$ cat src/rtl/muldiv_unit_pkg.sv
// Shared encodings for the iterative multiply/divide unit.
// The helper functions classify an operation as divide and/or signed.
package muldiv_unit_pkg;

  typedef enum logic [1:0] {
    MD_Mult  = 2'b00,
    MD_Multu = 2'b01,
    MD_Div   = 2'b10,
    MD_Divu  = 2'b11
  } md_op_e;

  typedef enum logic [1:0] {
    IDLE = 2'b00,
    CALC = 2'b01,
    FIX  = 2'b10
  } md_state_e;

  function automatic logic op_is_div(input md_op_e op);
    case (op)
      MD_Div, MD_Divu: op_is_div = 1'b1;
      default:         op_is_div = 1'b0;
    endcase
  endfunction

  function automatic logic op_is_signed(input md_op_e op);
    case (op)
      MD_Mult, MD_Div: op_is_signed = 1'b1;
      default:         op_is_signed = 1'b0;
    endcase
  endfunction

endpackage

$ cat src/rtl/muldiv_step.sv
// One combinational iteration: shift-add for multiply, shift/trial-subtract/restore for divide.
// For divide, the low bit of next_partial is left clear and the quotient bit is returned separately.
module muldiv_step
  import muldiv_unit_pkg::*;
#(
  parameter int WIDTH = 32
) (
  input  logic [2*WIDTH:0] partial,
  input  logic [WIDTH-1:0] operand,
  input  md_op_e           op,
  output logic [2*WIDTH:0] next_partial,
  output logic             qbit
);

  logic [2*WIDTH:0] shifted_s;
  logic [WIDTH:0]   trial_s;
  logic [WIDTH:0]   sum_s;

  // Upper WIDTH+1 bits hold the running high half (multiply) or remainder (divide).
  always_comb begin
    shifted_s    = {partial[2*WIDTH-1:0], 1'b0};
    trial_s      = shifted_s[2*WIDTH:WIDTH] - {1'b0, operand};
    sum_s        = partial[2*WIDTH:WIDTH];
    next_partial = partial;
    qbit         = 1'b0;
    if (op_is_div(op)) begin
      if (trial_s[WIDTH]) begin
        next_partial = shifted_s;
        qbit         = 1'b0;
      end else begin
        next_partial = {trial_s, shifted_s[WIDTH-1:0]};
        qbit         = 1'b1;
      end
    end else begin
      if (partial[0]) begin
        sum_s = partial[2*WIDTH:WIDTH] + {1'b0, operand};
      end else begin
        sum_s = partial[2*WIDTH:WIDTH];
      end
      next_partial = {1'b0, sum_s, partial[WIDTH-1:1]};
      qbit         = 1'b0;
    end
  end

endmodule

$ cat src/rtl/muldiv_unit.sv
// Iterative multiply/divide unit owning HI/LO: magnitudes are iterated for WIDTH cycles,
// then a FIX cycle applies sign correction and writes the result registers.
module muldiv_unit
  import muldiv_unit_pkg::*;
#(
  parameter int WIDTH = 32
) (
  input  logic             Clock,
  input  logic             Reset,
  input  logic             Start,
  input  logic [1:0]       Op,
  input  logic [WIDTH-1:0] A,
  input  logic [WIDTH-1:0] B,
  input  logic             WrHi,
  input  logic             WrLo,
  output logic [WIDTH-1:0] Hi,
  output logic [WIDTH-1:0] Lo,
  output logic             Busy,
  output logic             Done,
  output logic             DivByZero
);

  localparam int CW = (WIDTH > 1) ? $clog2(WIDTH) : 1;

  md_state_e        state_r, state_next_s;
  md_op_e           op_r, op_in_s;
  logic [CW-1:0]    count_r;
  logic [2*WIDTH:0] partial_r, step_next_s;
  logic [WIDTH-1:0] operand_r, araw_r, hi_r, lo_r;
  logic [WIDTH-1:0] a_abs_s, b_abs_s, fix_hi_s, fix_lo_s;
  logic [2*WIDTH-1:0] prod_s;
  logic             neg_lo_r, neg_hi_r, done_r, dbz_r;
  logic             qbit_s, fix_dbz_s, start_div_s, start_signed_s;

  assign op_in_s        = md_op_e'(Op);
  assign start_div_s    = op_is_div(op_in_s);
  assign start_signed_s = op_is_signed(op_in_s);
  assign a_abs_s        = (start_signed_s && A[WIDTH-1]) ? -A : A;
  assign b_abs_s        = (start_signed_s && B[WIDTH-1]) ? -B : B;

  muldiv_step #(.WIDTH(WIDTH)) u_step (
    .partial      (partial_r),
    .operand      (operand_r),
    .op           (op_r),
    .next_partial (step_next_s),
    .qbit         (qbit_s)
  );

  // Next-state logic; Start is only honoured in IDLE.
  always_comb begin
    state_next_s = state_r;
    case (state_r)
      IDLE: begin
        if (Start) state_next_s = CALC;
        else       state_next_s = IDLE;
      end
      CALC: begin
        if (count_r == {CW{1'b0}}) state_next_s = FIX;
        else                       state_next_s = CALC;
      end
      FIX:     state_next_s = IDLE;
      default: state_next_s = IDLE;
    endcase
  end

  // Sign correction of the magnitude result; divide by zero overrides the datapath.
  always_comb begin
    if (neg_lo_r) prod_s = -partial_r[2*WIDTH-1:0];
    else          prod_s = partial_r[2*WIDTH-1:0];
    fix_hi_s  = prod_s[2*WIDTH-1:WIDTH];
    fix_lo_s  = prod_s[WIDTH-1:0];
    fix_dbz_s = 1'b0;
    if (op_is_div(op_r)) begin
      if (operand_r == {WIDTH{1'b0}}) begin
        fix_hi_s  = araw_r;
        fix_lo_s  = {WIDTH{1'b1}};
        fix_dbz_s = 1'b1;
      end else begin
        fix_lo_s  = neg_lo_r ? -partial_r[WIDTH-1:0] : partial_r[WIDTH-1:0];
        fix_hi_s  = neg_hi_r ? -partial_r[2*WIDTH-1:WIDTH] : partial_r[2*WIDTH-1:WIDTH];
        fix_dbz_s = 1'b0;
      end
    end else begin
      fix_dbz_s = 1'b0;
    end
  end

  // State, operand and HI/LO registers; Reset overrides every other update.
  always_ff @(posedge Clock) begin
    if (Reset) begin
      state_r   <= IDLE;
      op_r      <= MD_Mult;
      count_r   <= {CW{1'b0}};
      partial_r <= {(2*WIDTH+1){1'b0}};
      operand_r <= {WIDTH{1'b0}};
      araw_r    <= {WIDTH{1'b0}};
      hi_r      <= {WIDTH{1'b0}};
      lo_r      <= {WIDTH{1'b0}};
      neg_lo_r  <= 1'b0;
      neg_hi_r  <= 1'b0;
      done_r    <= 1'b0;
      dbz_r     <= 1'b0;
    end else begin
      state_r <= state_next_s;
      done_r  <= 1'b0;
      case (state_r)
        IDLE: begin
          if (Start) begin
            op_r      <= op_in_s;
            count_r   <= CW'(WIDTH - 1);
            partial_r <= {{(WIDTH+1){1'b0}}, (start_div_s ? a_abs_s : b_abs_s)};
            operand_r <= start_div_s ? b_abs_s : a_abs_s;
            araw_r    <= A;
            neg_lo_r  <= start_signed_s & (A[WIDTH-1] ^ B[WIDTH-1]);
            neg_hi_r  <= start_signed_s & start_div_s & A[WIDTH-1];
            dbz_r     <= 1'b0;
          end else begin
            if (WrHi) hi_r <= A;
            if (WrLo) lo_r <= A;
          end
        end
        CALC: begin
          partial_r <= {step_next_s[2*WIDTH:1], step_next_s[0] | qbit_s};
          if (count_r != {CW{1'b0}}) count_r <= count_r - CW'(1);
        end
        FIX: begin
          hi_r   <= fix_hi_s;
          lo_r   <= fix_lo_s;
          dbz_r  <= fix_dbz_s;
          done_r <= 1'b1;
        end
        default: ;
      endcase
    end
  end

  assign Hi        = hi_r;
  assign Lo        = lo_r;
  assign Busy      = (state_r != IDLE);
  assign Done      = done_r;
  assign DivByZero = dbz_r;

endmodule

$ cat config.mk
export PLATFORM = sky130hd
export DESIGN_NAME = muldiv_unit
export DESIGN_NICKNAME = d
export VERILOG_FILES = /design/src/rtl/muldiv_unit_pkg.sv /design/src/rtl/muldiv_step.sv /design/src/rtl/muldiv_unit.sv
export SDC_FILE = /design/constraint.sdc
export NUM_CORES = 1
export LEC_CHECK = 0
export ABC_AREA = 1
export BUFFER_PORTS_ARGS = -buffer_cell sky130_fd_sc_hd__buf_2
export CORE_ASPECT_RATIO = 1.75
export CORE_MARGIN = 5
export CORE_UTILIZATION = 45
export CTS_BUF_LIST = sky130_fd_sc_hd__clkbuf_16
export CTS_CLUSTER_DIAMETER = 30
export DETAILED_ROUTE_END_ITERATION = 8
export PLACE_DENSITY = 0.59
export RECOVER_POWER = 50
export SLEW_MARGIN = 20
export SYNTH_ARGS = -nofsm -noshare
export SYNTH_HDL_FRONTEND = slang
export SYNTH_HIERARCHICAL = 1
export SYNTH_SLANG_ARGS = --single-unit
$ cat constraint.sdc
create_clock -name Clock -period 4.15 [get_ports Clock]
set_input_delay 0.83 -clock Clock [delete_from_list [all_inputs] [get_ports Clock]]
set_output_delay 0.83 -clock Clock [all_outputs]
set_load 0.03 [all_outputs]
Word-level counts from Yosys, hierarchy flattened:

Cells that the tools add are included.

* register bits: 206
* input port bits: 71
* output and inout bits: 67
* logic and storage cells: 93

* add/sub/neg operators: 8
* equal/unequal tests: 11
* mux-type cells: 38
* bitwise logic cells: 5
* reductions and logical operators: 19

Operator list (count)
* two-way mux 32 bit: 14
* two-way mux 65 bit: 3
* case mux 65 bit (2 select lines): 1
* negator 32 bit: 4
* case mux 32 bit (2 select lines): 2
* two-way mux 64 bit: 1
* negator 64 bit: 1
* adder 33 x 32 -> 33 bit: 1
* two-way mux 33 bit: 1
* subtractor 33 x 32 -> 33 bit: 1
* logical NOT 32 bit: 1
* equality test 2 bit (second input constant): 5
* two-way mux 1 bit: 10
* two-way mux 5 bit: 2
* inequality test 2 bit (second input constant): 5
* case mux 5 bit (2 select lines): 1
* AND reduction 3 bit: 3
* AND reduction 2 bit: 3
* nonzero test 2 bit: 3
* OR reduction 2 bit: 3
* logical NOT 5 bit: 1
* nonzero test 5 bit: 1
* subtractor 5 x 1 -> 5 bit (second input constant): 1
* logical NOT 2 bit: 2
* other kinds (8): 11

Depth between registers and ports, before layout:

* depth in word-level cells: 8
* gate-level depth with buffers: 22

Hierarchy:

Netlist, hierarchy kept.

By module, submodules not included
* muldiv_unit: instances 1, cells an instance 2247, area each 13828.3 um^2, sequential area each 4124.0 um^2
* muldiv_step: instances 1, cells an instance 1380, area each 6384.9 um^2, sequential area each 0.0 um^2

Worst setup path after synthesis:

OpenSTA, ideal clock, no wires.

* path type: register to register
* start point: register partial_r[32]
* end point: register partial_r[51]
* setup time: 0.128 ns
* arrival time: 3.000 ns
* required time: 4.022 ns
* path slack: 1.023 ns
* cell stages (with the launch flop): 22
* period minus slack after synthesis: 3.127 ns
* path through: dfxtp_1 inv_1 fa_1 inv_1 nand3_1 nand3_1 nand3_1 nand3_1 nand2_1 nand2_1 nand2_1 nand3_1 ha_1 buf_2 inv_1 buf_2 clkbuf_1 a21oi_1 nand2_1 nand2_1 a22oi_1 nor2_1

* word-level cells in the longest chain between the ends: 4

RTL lines
* from (decl): RTL line muldiv_unit.sv:28 `logic [2*WIDTH:0] partial_r, step_next_s;`
* from (signal assigned): RTL line muldiv_unit.sv:94 `partial_r <= {(2*WIDTH+1){1'b0}};`
* from (signal assigned): RTL line muldiv_unit.sv:111 `partial_r <= {{(WIDTH+1){1'b0}}, (start_div_s ? a_abs_s : b_abs_s)};`
* from (signal assigned): RTL line muldiv_unit.sv:123 `partial_r <= {step_next_s[2*WIDTH:1], step_next_s[0] | qbit_s};`
* adder 33 x 32 -> 33 bit or subtractor 33 x 32 -> 33 bit (tied branches): RTL line muldiv_step.sv:36, muldiv_step.sv:22
* two-way mux 33 bit or two-way mux 65 bit (tied branches): RTL line muldiv_step.sv:35, muldiv_step.sv:27
* two-way mux 65 bit *: RTL line muldiv_step.sv:26 `if (op_is_div(op)) begin`
* via step_next_s[51]: RTL line muldiv_unit.sv:28
* case mux 65 bit (2 select lines) *: RTL line muldiv_unit.sv:106 `case (state_r)`

The timed path passes the listed nets; every way through them passes the cells marked *.
A chain may end at the register's enable or synchronous reset.

Final worst setup path:

* start point: register operand_r[9]
* end point: register partial_r[53]

* word-level cells in the longest chain between the ends: 4

RTL lines
* from (decl): RTL line muldiv_unit.sv:29 `logic [WIDTH-1:0] operand_r, araw_r, hi_r, lo_r;`
* from (signal assigned): RTL line muldiv_unit.sv:95 `operand_r <= {WIDTH{1'b0}};`
* from (signal assigned): RTL line muldiv_unit.sv:112 `operand_r <= start_div_s ? b_abs_s : a_abs_s;`
* adder 33 x 32 -> 33 bit or subtractor 33 x 32 -> 33 bit (tied branches): RTL line muldiv_step.sv:36, muldiv_step.sv:22
* two-way mux 33 bit or two-way mux 65 bit (tied branches): RTL line muldiv_step.sv:35, muldiv_step.sv:27
* two-way mux 65 bit *: RTL line muldiv_step.sv:26
* via step_next_s[53]: RTL line muldiv_unit.sv:28
* case mux 65 bit (2 select lines) *: RTL line muldiv_unit.sv:106

Marks and branches as above.

==> results.json <==
{
  "drt_first_iter_violations": 2875,
  "die_width_um": 170.1,
  "run_status": "finished with violations",
  "holdCritPathClass": "register to register",
  "rsz_0062_raised_after_global_routing": "false",
  "clk_latency_ns": 0.58,
  "design.core.area_um2": 44290,
  "wire_per_inst_um": 24.94,
  "timing_max_transition_violations_final": 72,
  "startpoint_type": "register",
  "final_nets": 3895,
  "avgViaCountPerCell": 5.850,
  "p_sw_frac": 0.4465,
  "net-switching-power_mw": 4.513,
  "floorplan.initialDensity": 0.4558,
  "cts_tree": "built",
  "cts_root_buffer": "sky130_fd_sc_hd__clkbuf_16",
  "cp_data_arrival_time_ns": 4.44,
  "finalHoldViolCount": 0,
  "fin_area_um2": 23170,
  "remaining_drcs": 0,
  "period_minus_slack_ns": 4.021,
  "p_leak_nw": 12.13,
  "synthesis.area_um2": 20180,
  "vias": 25570,
  "pin_count_of_the_biggest_net_entering_global_routing": 92,
  "crit_type": "register to register",
  "timing.critical_path.fanout_max": 27,
  "detailedPlacementHpwl_um": 85390,
  "ys.warnings.count": 6,
  "synth.net_count": 3768,
  "fp.dieArea_um2": 49360,
  "cts_post_setup_buffers_inserted": 0,
  "antenna_violating_nets_post_route": 0,
  "number_of_maximum_capacitance_constraint_violations": 2,
  "p_clk_frac": 0.383,
  "power_frac_comb": 0.382,
  "pwr-share-seq": 0.234,
  "grt_antenna_before_repair": 15,
  "boundaryPins": 138,
  "clock_skew_ns": 0.02624,
  "cts_buffer_depth": 3,
  "final_cycle_utilization_of_the_critical_path": 0.9689,
  "gp_routability_congestion": 1.113,
  "numClockSinks": 205,
  "cp_data_required_time_ns": 4.57,
  "htreeDepth": 2,
  "cts.reportedPaths.clkPinSlew_ns": 0.06,
  "grt_pass1_vias": 24810,
  "internal-power_mw": 5.595,
  "grt_use_total": 0.4270,
  "floorplan.rows": 102,
  "failing_checks": "capacitance limit, slew limit",
  "drt-pass1-iter-count": 6,
  "syn_to_final_growth_pct": 14.82,
  "cts_inserted_buffers": 47,
  "end_kind": "register",
  "slew_headroom": -0.5058,
  "post_dp_cell_area_um2": 21600,
  "transition_time_at_the_pin_with_the_least_slew_margin_ns": 2.250,
  "count_of_mapped_cells_out_of_synthesis": 3624,
  "post_route_cells_drive_above_1_share": 0.09393,
  "finalSetupViolCount": 0,
  "routed_wl_um": 109000,
  "setup-tns-final_ns": 0,
  "max_freq_ghz": 0.2487,
  "ir_drop_uv": 349.9,
  "post-route-worst-setup-slack_ns": 0.1290,
  "post_route_total_power_mw": 10.11,
  "vertical_die_dimension_um": 290.2,
  "gr-total-overflow": 0,
  "synth.avg_cell_area_um2": 5.570,
  "placement.io_buffers": 137,
  "cellPowerDensity_nw_per_um2": 436.1,
  "wire_length_of_the_first_global_routing_pass_um": 157600,
  "dpl_worst_slack_ns": 0.4142
}
-- layout by cell type, fill, tap and decap left out, types with 5 or more instances in the layout --
cell	n
sky130_fd_sc_hd__inv_1	533
sky130_fd_sc_hd__nor2_4	9
sky130_fd_sc_hd__o21bai_1	5
sky130_fd_sc_hd__a21oi_1	228
sky130_fd_sc_hd__xnor2_1	22
sky130_fd_sc_hd__nand2_1	1136
sky130_fd_sc_hd__a21oi_2	8
sky130_fd_sc_hd__nor2_1	398
sky130_fd_sc_hd__o21ai_1	21
sky130_fd_sc_hd__clkbuf_16	48
sky130_fd_sc_hd__inv_2	13
sky130_fd_sc_hd__a31oi_1	14
sky130_fd_sc_hd__o21ai_2	9
sky130_fd_sc_hd__clkbuf_1	69
sky130_fd_sc_hd__clkinv_4	7
sky130_fd_sc_hd__a22oi_1	74
sky130_fd_sc_hd__nand3b_1	5
sky130_fd_sc_hd__nor2_2	21
sky130_fd_sc_hd__nand4_1	18
sky130_fd_sc_hd__o21ai_0	211
sky130_fd_sc_hd__diode_2	9
sky130_fd_sc_hd__xor2_1	85
sky130_fd_sc_hd__o221ai_1	6
sky130_fd_sc_hd__o211ai_1	17
sky130_fd_sc_hd__clkinvlp_4	7
sky130_fd_sc_hd__inv_6	10
sky130_fd_sc_hd__dfxtp_1	203
sky130_fd_sc_hd__buf_4	77
sky130_fd_sc_hd__buf_2	70
sky130_fd_sc_hd__nor3_1	14
sky130_fd_sc_hd__ha_1	71
sky130_fd_sc_hd__nand3_1	274
sky130_fd_sc_hd__nand2_2	41
-- metrics by stage --
step           cells  hold slack [ns]    util
2_1_floorplan   3624           0.4237       -
3_3_place_gp    4273           0.4424  0.4878
3_5_place_dp    4273           0.4437  0.4878
4_1_cts         4361           0.4529  0.5250
5_1_grt         4362           0.4857  0.5228
6_report        4371           0.4598  0.5233
-- power groups by stage --
stage               registers (mW)  logic, mW  clock network, mW
detailed placement            2.39       3.68                  0
finish                        2.37       3.87               3.87
global route                  2.37       4.13               3.99
CTS                           2.36       3.70               3.88
global placement              2.39       3.69                  0
floorplan                     2.45       2.25                  0
-- worst max-delay path, cell delays in order, from the launching register on --
cell and delay (ns):
sky130_fd_sc_hd__dfxtp_1 0.53, sky130_fd_sc_hd__inv_1 0.09, sky130_fd_sc_hd__ha_1 0.35, sky130_fd_sc_hd__nand2_1 0.09
sky130_fd_sc_hd__nand2_1 0.09, sky130_fd_sc_hd__a21oi_1 0.34, sky130_fd_sc_hd__nand3_1 0.31, sky130_fd_sc_hd__nand2_1 0.16
sky130_fd_sc_hd__nand2_1 0.08, sky130_fd_sc_hd__nand2_1 0.07, sky130_fd_sc_hd__nand3_1 0.10, sky130_fd_sc_hd__ha_1 0.31
sky130_fd_sc_hd__buf_4 0.36, sky130_fd_sc_hd__nand3_1 0.50, sky130_fd_sc_hd__nand2_1 0.18, sky130_fd_sc_hd__nand2_1 0.06
sky130_fd_sc_hd__a22oi_1 0.17, sky130_fd_sc_hd__nor2_1 0.05
-- worst paths after layout --
kind,end,slack (ns),start,cells after the start
setup / recovery,partial_r[53],0.13,operand_r[9],17
hold / removal,araw_r[14],0.46,araw_r[14],2
setup reg to reg,partial_r[53],0.13,operand_r[9],17
hold reg to reg,araw_r[14],0.46,araw_r[14],2
-- state kept, by name, indices dropped and copies added, names as in the netlist --
signal	cells
partial_r	65
Hi	32
Lo	32
araw_r	32
operand_r	32
count_r	5
state_r	2
DivByZero	1
Done	1
neg_hi_r	1
neg_lo_r	1
op_r	1
-- final cells by class --
cell class                      instances  area, um2
Fill cell                            4835      21110
Multi-Input combinational cell       2732      13400
Sequential cell                       205       4106
Inverter                              547       2056
Timing Repair Buffer                  218       1227
Clock buffer                           48       1201
Tap cell                              572      715.7
Clock inverter                         40      446.7
Antenna cell                            9      22.52
-- metal layers --
metal	up-vias	track usage	routed length [um]
li1	11740	-	-
met1	11690	0.4059	34110
met2	1507	0.7089	51410
met3	628	0.1150	8878
met4	6	0.4363	14570
met5	-	0	39
-- repair_timing --
action	4_1_cts	5_1_grt
hold buffers	0	0
endpoints found under the setup margin	0	1
resized for setup	0	1
Power figures use the tool's default switching activity.
